===== src/rtl/rgmii_pkg.sv =====
// Shared types and constants for the RGMII receive path.
package rgmii_pkg;

  typedef enum logic [1:0] {
    SPD_10  = 2'b00,
    SPD_100 = 2'b01,
    SPD_1G  = 2'b10
  } speed_t;

  typedef enum logic [2:0] {
    WAIT_IDLE,
    IDLE,
    PREAMBLE,
    PAYLOAD,
    DROP
  } rx_state_t;

  localparam logic [7:0] PREAMBLE_BYTE = 8'h55;
  localparam logic [7:0] SFD_BYTE      = 8'hD5;

  // 10M and 100M deliver one nibble per clock; the reserved code runs as 1G.
  function automatic logic is_nibble_mode(input logic [1:0] spd);
    return (spd == SPD_10) || (spd == SPD_100);
  endfunction

endpackage


===== src/rtl/rgmii_nibble_packer.sv =====
// Pairs 10/100 nibbles (low nibble first) into bytes. The phase restarts
// whenever dv is low, so every frame starts on a low nibble.
module rgmii_nibble_packer (
  input  logic       clk,
  input  logic       reset,
  input  logic [3:0] nibble_i,
  input  logic       dv_i,
  input  logic       er_i,
  output logic [7:0] byte_o,
  output logic       byte_valid_o,
  output logic       byte_er_o,
  output logic       odd_nibble_o
);

  logic       phase_q, phase_d;
  logic [3:0] lo_q, lo_d;
  logic       er_lo_q, er_lo_d;

  // Capture the low nibble and its error flag on the first phase.
  always_comb begin
    phase_d = dv_i ? ~phase_q : 1'b0;
    lo_d    = lo_q;
    er_lo_d = er_lo_q;
    if (dv_i && !phase_q) begin
      lo_d    = nibble_i;
      er_lo_d = er_i;
    end
  end

  // Phase and low-nibble registers.
  always_ff @(posedge clk) begin
    if (reset) begin
      phase_q <= 1'b0;
      lo_q    <= 4'h0;
      er_lo_q <= 1'b0;
    end else begin
      phase_q <= phase_d;
      lo_q    <= lo_d;
      er_lo_q <= er_lo_d;
    end
  end

  assign byte_o       = {nibble_i, lo_q};
  assign byte_valid_o = dv_i & phase_q;
  assign byte_er_o    = er_lo_q | er_i;
  assign odd_nibble_o = phase_q;

endmodule


===== src/rtl/rgmii_rx_ctrl.sv =====
// RGMII receive controller: lane decode, preamble/SFD strip, payload stream
// with last/error flags and per-frame status pulses.
// Optional build macro RGMII_INBAND_STATUS_EN enables in-band link status
// capture during idle; otherwise the status outputs are tied low.
//
// state     | meaning
// WAIT_IDLE | after reset, wait for dv low before accepting a frame
// IDLE      | between frames; link speed sampled here
// PREAMBLE  | counting 0x55 bytes, waiting for SFD
// PAYLOAD   | streaming payload through the 1-byte hold register
// DROP      | discarding the rest of a bad/oversize frame until dv low
module rgmii_rx_ctrl
  import rgmii_pkg::*;
#(
  parameter int DATA_WIDTH      = 5,
  parameter int MIN_PREAMBLE    = 1,
  parameter int MAX_FRAME_BYTES = 1522
) (
  input  logic                  clk,
  input  logic                  reset,
  input  logic [DATA_WIDTH-1:0] q1,
  input  logic [DATA_WIDTH-1:0] q2,
  input  logic [1:0]            link_speed,
  output logic [7:0]            m_rx_tdata,
  output logic                  m_rx_tvalid,
  output logic                  m_rx_tlast,
  output logic                  m_rx_tuser,
  output logic                  frame_ok,
  output logic                  frame_err,
  output logic                  link_up,
  output logic [1:0]            link_speed_ib,
  output logic                  full_duplex
);

  localparam logic [7:0]  MIN_PRE_C = 8'(MIN_PREAMBLE);
  localparam logic [10:0] MAX_C     = 11'(MAX_FRAME_BYTES);

  logic       dv, er;
  logic [7:0] pk_byte;
  logic       pk_valid, pk_er, pk_odd;
  logic       nib_mode, b_valid, b_er, odd;
  logic [7:0] b_data, pre_cur;

  rx_state_t   state_q, state_d;
  logic        nib_q, nib_d;
  logic [7:0]  pre_cnt_q, pre_cnt_d;
  logic [10:0] cnt_q, cnt_d;
  logic [7:0]  hold_q, hold_d;
  logic        hold_vld_q, hold_vld_d;
  logic        err_q, err_d;
  logic [7:0]  tdata_q, tdata_d;
  logic        tvalid_q, tvalid_d, tlast_q, tlast_d, tuser_q, tuser_d;
  logic        ok_q, ok_d, ferr_q, ferr_d;

  assign dv = q1[4];
  assign er = q1[4] ^ q2[4];

  rgmii_nibble_packer u_packer (
    .clk          (clk),
    .reset        (reset),
    .nibble_i     (q1[3:0]),
    .dv_i         (dv),
    .er_i         (er),
    .byte_o       (pk_byte),
    .byte_valid_o (pk_valid),
    .byte_er_o    (pk_er),
    .odd_nibble_o (pk_odd)
  );

  // The first byte/nibble of a frame arrives while still in IDLE, so the
  // live speed applies there; afterwards the latched speed is used.
  always_comb begin
    nib_mode = (state_q == IDLE) ? is_nibble_mode(link_speed) : nib_q;
    b_valid  = nib_mode ? pk_valid : dv;
    b_data   = nib_mode ? pk_byte  : {q2[3:0], q1[3:0]};
    b_er     = nib_mode ? pk_er    : er;
    odd      = nib_mode & pk_odd;
    pre_cur  = (state_q == IDLE) ? 8'h00 : pre_cnt_q;
  end

  // Next-state and output decode.
  always_comb begin
    state_d    = state_q;
    nib_d      = nib_q;
    pre_cnt_d  = pre_cnt_q;
    cnt_d      = cnt_q;
    hold_d     = hold_q;
    hold_vld_d = hold_vld_q;
    err_d      = err_q;
    tdata_d    = 8'h00;
    tvalid_d   = 1'b0;
    tlast_d    = 1'b0;
    tuser_d    = 1'b0;
    ok_d       = 1'b0;
    ferr_d     = 1'b0;
    case (state_q)
      WAIT_IDLE: if (!dv) state_d = IDLE;
      IDLE, PREAMBLE: begin
        pre_cnt_d = pre_cur;
        if (state_q == IDLE) begin
          nib_d      = is_nibble_mode(link_speed);
          cnt_d      = 11'd0;
          hold_vld_d = 1'b0;
          err_d      = 1'b0;
        end
        if (!dv) begin
          state_d = IDLE;
        end else begin
          state_d = PREAMBLE;
          if (b_valid) begin
            if (b_data == PREAMBLE_BYTE) begin
              pre_cnt_d = (pre_cur == 8'hFF) ? pre_cur : pre_cur + 8'd1;
            end else if (b_data == SFD_BYTE && pre_cur >= MIN_PRE_C) begin
              state_d = PAYLOAD;
            end else begin
              state_d = DROP;
            end
          end
        end
      end
      PAYLOAD: begin
        if (!dv) begin
          state_d = IDLE;
          if (hold_vld_q) begin
            tvalid_d = 1'b1;
            tdata_d  = hold_q;
            tlast_d  = 1'b1;
            tuser_d  = err_q | odd;
            ok_d     = ~(err_q | odd);
            ferr_d   = err_q | odd;
          end else begin
            ferr_d = 1'b1;
          end
        end else if (b_valid) begin
          if (b_er) err_d = 1'b1;
          if (cnt_q >= MAX_C) begin
            tvalid_d = 1'b1;
            tdata_d  = hold_q;
            tlast_d  = 1'b1;
            tuser_d  = 1'b1;
            ferr_d   = 1'b1;
            state_d  = DROP;
          end else begin
            tvalid_d   = hold_vld_q;
            tdata_d    = hold_vld_q ? hold_q : 8'h00;
            hold_d     = b_data;
            hold_vld_d = 1'b1;
            cnt_d      = (cnt_q == 11'h7FF) ? cnt_q : cnt_q + 11'd1;
          end
        end
      end
      DROP:    if (!dv) state_d = IDLE;
      default: state_d = WAIT_IDLE;
    endcase
  end

  // State, datapath and output registers.
  always_ff @(posedge clk) begin
    if (reset) begin
      state_q    <= WAIT_IDLE;
      nib_q      <= 1'b0;
      pre_cnt_q  <= 8'h00;
      cnt_q      <= 11'd0;
      hold_q     <= 8'h00;
      hold_vld_q <= 1'b0;
      err_q      <= 1'b0;
      tdata_q    <= 8'h00;
      tvalid_q   <= 1'b0;
      tlast_q    <= 1'b0;
      tuser_q    <= 1'b0;
      ok_q       <= 1'b0;
      ferr_q     <= 1'b0;
    end else begin
      state_q    <= state_d;
      nib_q      <= nib_d;
      pre_cnt_q  <= pre_cnt_d;
      cnt_q      <= cnt_d;
      hold_q     <= hold_d;
      hold_vld_q <= hold_vld_d;
      err_q      <= err_d;
      tdata_q    <= tdata_d;
      tvalid_q   <= tvalid_d;
      tlast_q    <= tlast_d;
      tuser_q    <= tuser_d;
      ok_q       <= ok_d;
      ferr_q     <= ferr_d;
    end
  end

  assign m_rx_tdata  = tdata_q;
  assign m_rx_tvalid = tvalid_q;
  assign m_rx_tlast  = tlast_q;
  assign m_rx_tuser  = tuser_q;
  assign frame_ok    = ok_q;
  assign frame_err   = ferr_q;

`ifdef RGMII_INBAND_STATUS_EN
  logic       link_up_q;
  logic [1:0] spd_ib_q;
  logic       fd_q;

  // Idle cycles with dv=0, er=0 carry the PHY's link status on rxd.
  always_ff @(posedge clk) begin
    if (reset) begin
      link_up_q <= 1'b0;
      spd_ib_q  <= 2'b00;
      fd_q      <= 1'b0;
    end else if (state_q == IDLE && !dv && !er) begin
      link_up_q <= q1[0];
      spd_ib_q  <= q1[2:1];
      fd_q      <= q1[3];
    end
  end

  assign link_up       = link_up_q;
  assign link_speed_ib = spd_ib_q;
  assign full_duplex   = fd_q;
`else
  assign link_up       = 1'b0;
  assign link_speed_ib = 2'b00;
  assign full_duplex   = 1'b0;
`endif

endmodule


===== config.mk =====
export PLATFORM = sky130hd
export DESIGN_NAME = rgmii_rx_ctrl
export DESIGN_NICKNAME = d
export VERILOG_FILES = /design/src/rtl/rgmii_pkg.sv /design/src/rtl/rgmii_nibble_packer.sv /design/src/rtl/rgmii_rx_ctrl.sv
export SDC_FILE = /design/constraint.sdc
export NUM_CORES = 1
export LEC_CHECK = 0
export CAP_MARGIN = 25
export CORE_MARGIN = 2
export CORE_UTILIZATION = 30
export CTS_BUF_LIST = sky130_fd_sc_hd__clkbuf_16
export DETAILED_ROUTE_END_ITERATION = 10
export SLEW_MARGIN = 20
export SYNTH_ARGS = -nofsm -noshare
export SYNTH_HDL_FRONTEND = slang
export SYNTH_SLANG_ARGS = --single-unit

===== constraint.sdc =====
create_clock -name clk -period 2.45 [get_ports clk]
set_input_delay 0.245 -clock clk [delete_from_list [all_inputs] [get_ports clk]]
set_output_delay 0.245 -clock clk [all_outputs]
set_load 0.03 [all_outputs]

==> reports/results.txt <==
leading cell types by total area after synthesis -> sky130_fd_sc_hd__dfxtp_1 40%, sky130_fd_sc_hd__nor2_1 6.3%, sky130_fd_sc_hd__mux2i_1 5.8%
register bit total from synthesis -> 52
Min Clock Period, post-route -> 2.34 ns
clock group share of total power -> 43.2%
classification of the worst-slack hold path -> reg2reg
Layout Skew -> 0.00728 ns
Data required, critical path -> 2.63 ns
most utilized layer in the global route result -> met2
remaining global-route overflow -> 0
first-pass GRT wire length -> 9290 um
hold path startpoint -> hold_q[1]
endpoints failing hold -> 0
Static Leak -> 1.24 nW
PwrDens -> 564 nW/um^2
Final Wtd Congestion -> 0.853
hold buffer count at CTS -> 0
initial antenna violation count -> 0
switching power summed over all nets -> 417 uW
number of instances in the synthesized netlist -> 286
maximum level of the CTS H-tree -> 2
total of buffers placed on input and output ports -> 25
async set-reset flop share out of synthesis -> 0%
TritonCTS clock tree -> done
path type of the worst setup path -> reg2reg
final std cell area, no fill -> 3250 um^2
# DRC -> 0
DR iter-0 viols -> 87
horizontal die dimension -> 96.6 um
Final setup viols -> 0
largest voltage drop on the vdd net -> 0.290 mV
capture point of the worst reg-to-reg path -> cnt_q[5]
final antenna-violating net count -> 0
buffer cell driving the clock tree root -> sky130_fd_sc_hd__clkbuf_16
fill cell count -> 858
number of warnings issued by yosys -> 0
chip height -> 96.6 um
final clock period utilization by the worst path -> 95.3%
global-route usage over all layers -> 12.8%
FF-to-FF setup slack -> 0.11 ns
vias per inst -> 4.93
sink count of the clock tree -> 52
post-layout utilization of the core -> 39.3%
placed wire-length estimate after detailed placement -> 4070 um
GR Layer Usage met1 -> 17.3%
Synth cell types -> 65
Data arrival, critical path -> 2.51 ns
result of the run -> finished, final reports clean
hold-critical path depth -> 1
total detailed-routing wirelength -> 5580 um
antenna cells -> 0
number of buffers created by CTS -> 5
Core Footprint -> 8260 um^2
row count -> 33
Post-synth EDFFs -> 0
worst flop-to-flop path startpoint -> cnt_q[0]
clk buf depth -> 2
Max Transition Viols Final -> 0
placed inst area -> 3010 um^2
part of the total power dissipated in combinational logic -> 9.6%
max-capacitance violation count -> 0
area added between synthesis and finish -> 26.2%
most used flip-flop cell after synthesis -> sky130_fd_sc_hd__dfxtp_1
number of iterations in the first detailed-routing pass -> 4
clock latency reported for the late side of the worst-skew pair -> 0.29 ns
largest fanout on the critical path -> 8
end point of the most critical hold path -> m_rx_tdata[1]
pin count of the biggest net entering global routing -> 25
highest achievable clock rate -> 428 MHz
R2R depth -> 10
global-route met2 utilization -> 20.7%
switch share -> 22.8%
share of power burned in registers -> 47.2%
share of cells above drive strength 1 -> 17.0%
startpoint class of the critical path -> register
remaining max-slew budget at the tightest pin -> 62.1%
share of synthesized area occupied by flip-flops and latches -> 40.5%
area fraction of the dominant cell type after synthesis -> 40.5%
top post-synthesis cells by count -> 52 x sky130_fd_sc_hd__dfxtp_1, 43 x sky130_fd_sc_hd__nor2_1, 21 x sky130_fd_sc_hd__nand2_1, 15 x sky130_fd_sc_hd__mux2i_1, 12 x sky130_fd_sc_hd__a21oi_1
Total Neg Setup Slack -> 0 ns
# nets final -> 347
crit path capture type -> register
dominant cell type by area after synthesis -> sky130_fd_sc_hd__dfxtp_1
met3 global-route usage -> 2.40%
average wire per cell in the routed design -> 12.9 um
detailed-route via count -> 2,141
Die Outline Area -> 9330 um^2
number of global-route vias before repair -> 1,986
Syn Area/Cell -> 8.99 um^2
Worst-Margin Slew -> 0.567 ns
most common cell in the synthesized netlist -> sky130_fd_sc_hd__dfxtp_1
Initial Utilization -> 31.1%
Int Power -> 1.41 mW
area of the mapped netlist -> 2570 um^2
Clock transition at path regs -> 0.07 ns
I/O Pins -> 31
==> cell usage in the layout, fill, tap and decap left out, types with 6 or more instances in the layout <==
master / netlist / layout
sky130_fd_sc_hd__inv_1: 8 / 7
sky130_fd_sc_hd__buf_4: 4 / 20
sky130_fd_sc_hd__mux2i_1: 15 / 15
sky130_fd_sc_hd__xor2_1: 6 / 6
sky130_fd_sc_hd__nor2_1: 43 / 43
sky130_fd_sc_hd__nand3_1: 8 / 8
sky130_fd_sc_hd__clkdlybuf4s50_1: 0 / 25
sky130_fd_sc_hd__a211oi_1: 11 / 8
sky130_fd_sc_hd__nand2_1: 21 / 21
sky130_fd_sc_hd__dfxtp_1: 52 / 51
sky130_fd_sc_hd__and2_1: 10 / 10
sky130_fd_sc_hd__a21oi_1: 12 / 12
==> worst max-delay path: stages (launching register included) <==
cell and delay, ns:
sky130_fd_sc_hd__dfxtp_2 0.35, sky130_fd_sc_hd__inv_2 0.05, sky130_fd_sc_hd__ha_1 0.19, sky130_fd_sc_hd__o41a_1 0.32, sky130_fd_sc_hd__a311o_1 0.36, sky130_fd_sc_hd__o31ai_4 0.33, sky130_fd_sc_hd__buf_4 0.17, sky130_fd_sc_hd__buf_6 0.12
sky130_fd_sc_hd__nand4_1 0.11, sky130_fd_sc_hd__xor2_1 0.18, sky130_fd_sc_hd__nor2_1 0.05
==> flip-flops by register name, summed over array words and instances, names as in the netlist <==
signal,flops
u_packer.er_lo_q,1
frame_err,1
hold_vld_q,1
pre_cnt_q,8
m_rx_tvalid,1
m_rx_tlast,1
cnt_q,11
m_rx_tuser,1
err_q,1
nib_q,1
u_packer.lo_q,4
hold_q,8
m_rx_tdata,8
u_packer.odd_nibble_o,1
frame_ok,1
state_q,3
==> per-layer routing <==
layer	wire, um	vias up	part of all wire (%)
met4	76	0	1.4
met1	2810	999	50
met5	0	-	0
met2	2520	33	45
met3	168	7	3.0
li1	-	1102	-
==> kinds of logic after synthesis <==
family / count (synthesis) / synth area share [%]
buffers and inverters: 24 / 5.79
DFF: 52 / 40.5
muxes: 16 / 6.28
other: 1 / 0.146
and+or+nand+nor: 131 / 28.1
xor gates and xnor gates: 7 / 2.38
adders and majority gates: 6 / 2.82
AOI/OAI and AO/OA: 49 / 14.0
==> metrics by stage <==
| step | setup slack (ns) | total power [mW] | instances | hold WS (ns) |
|---|---|---|---|---|
| CTS | 0.0216 | 1.85 | 432 | 0.460 |
| finish | 0.115 | 1.83 | 434 | 0.454 |
| global route | -0.00838 | 1.91 | 434 | 0.480 |
| floorplan | 0.0460 | 0.992 | 289 | 0.338 |
| detailed placement | 0.00812 | 1.05 | 424 | 0.442 |
| global placement | 0.0518 | 1.05 | 424 | 0.443 |
==> what timing repair did <==
action,CTS,global route
gates resized for setup,0,12
endpoints found under the setup margin,0,8
setup buffers,0,2
==> power by group through the flow <==
stage	Combinational [mW]	Clock, mW	Sequential, mW
2_1_floorplan	0.111	0	0.881
3_3_place_gp	0.166	0	0.882
3_5_place_dp	0.167	0	0.883
4_1_cts	0.168	0.819	0.863
5_1_grt	0.191	0.849	0.865
6_report	0.176	0.791	0.864
==> worst max path at each step <==
stage / from / to
global route: cnt_q[0] / cnt_q[5]
global placement: link_speed[1] / pre_cnt_q[2]
floorplan: state_q[1] / state_q[0]
detailed placement: link_speed[1] / pre_cnt_q[2]
finish: cnt_q[0] / cnt_q[5]
CTS: state_q[1] / state_q[0]
==> cell type report <==
| type | instances | area, um^2 | area share [%] |
|---|---|---|---|
| clock buffer | 5 | 125 | 3.86 |
| clock inverter | 3 | 42.5 | 1.31 |
| inverter | 9 | 33.8 | 1.04 |
| multi-input combinational | 213 | 1440 | 44.3 |
| sequential | 52 | 1040 | 32.1 |
| tap | 105 | 131 | 4.05 |
| timing repair buffer | 47 | 432 | 13.3 |
No activity file was read; power rests on OpenSTA's default activity.
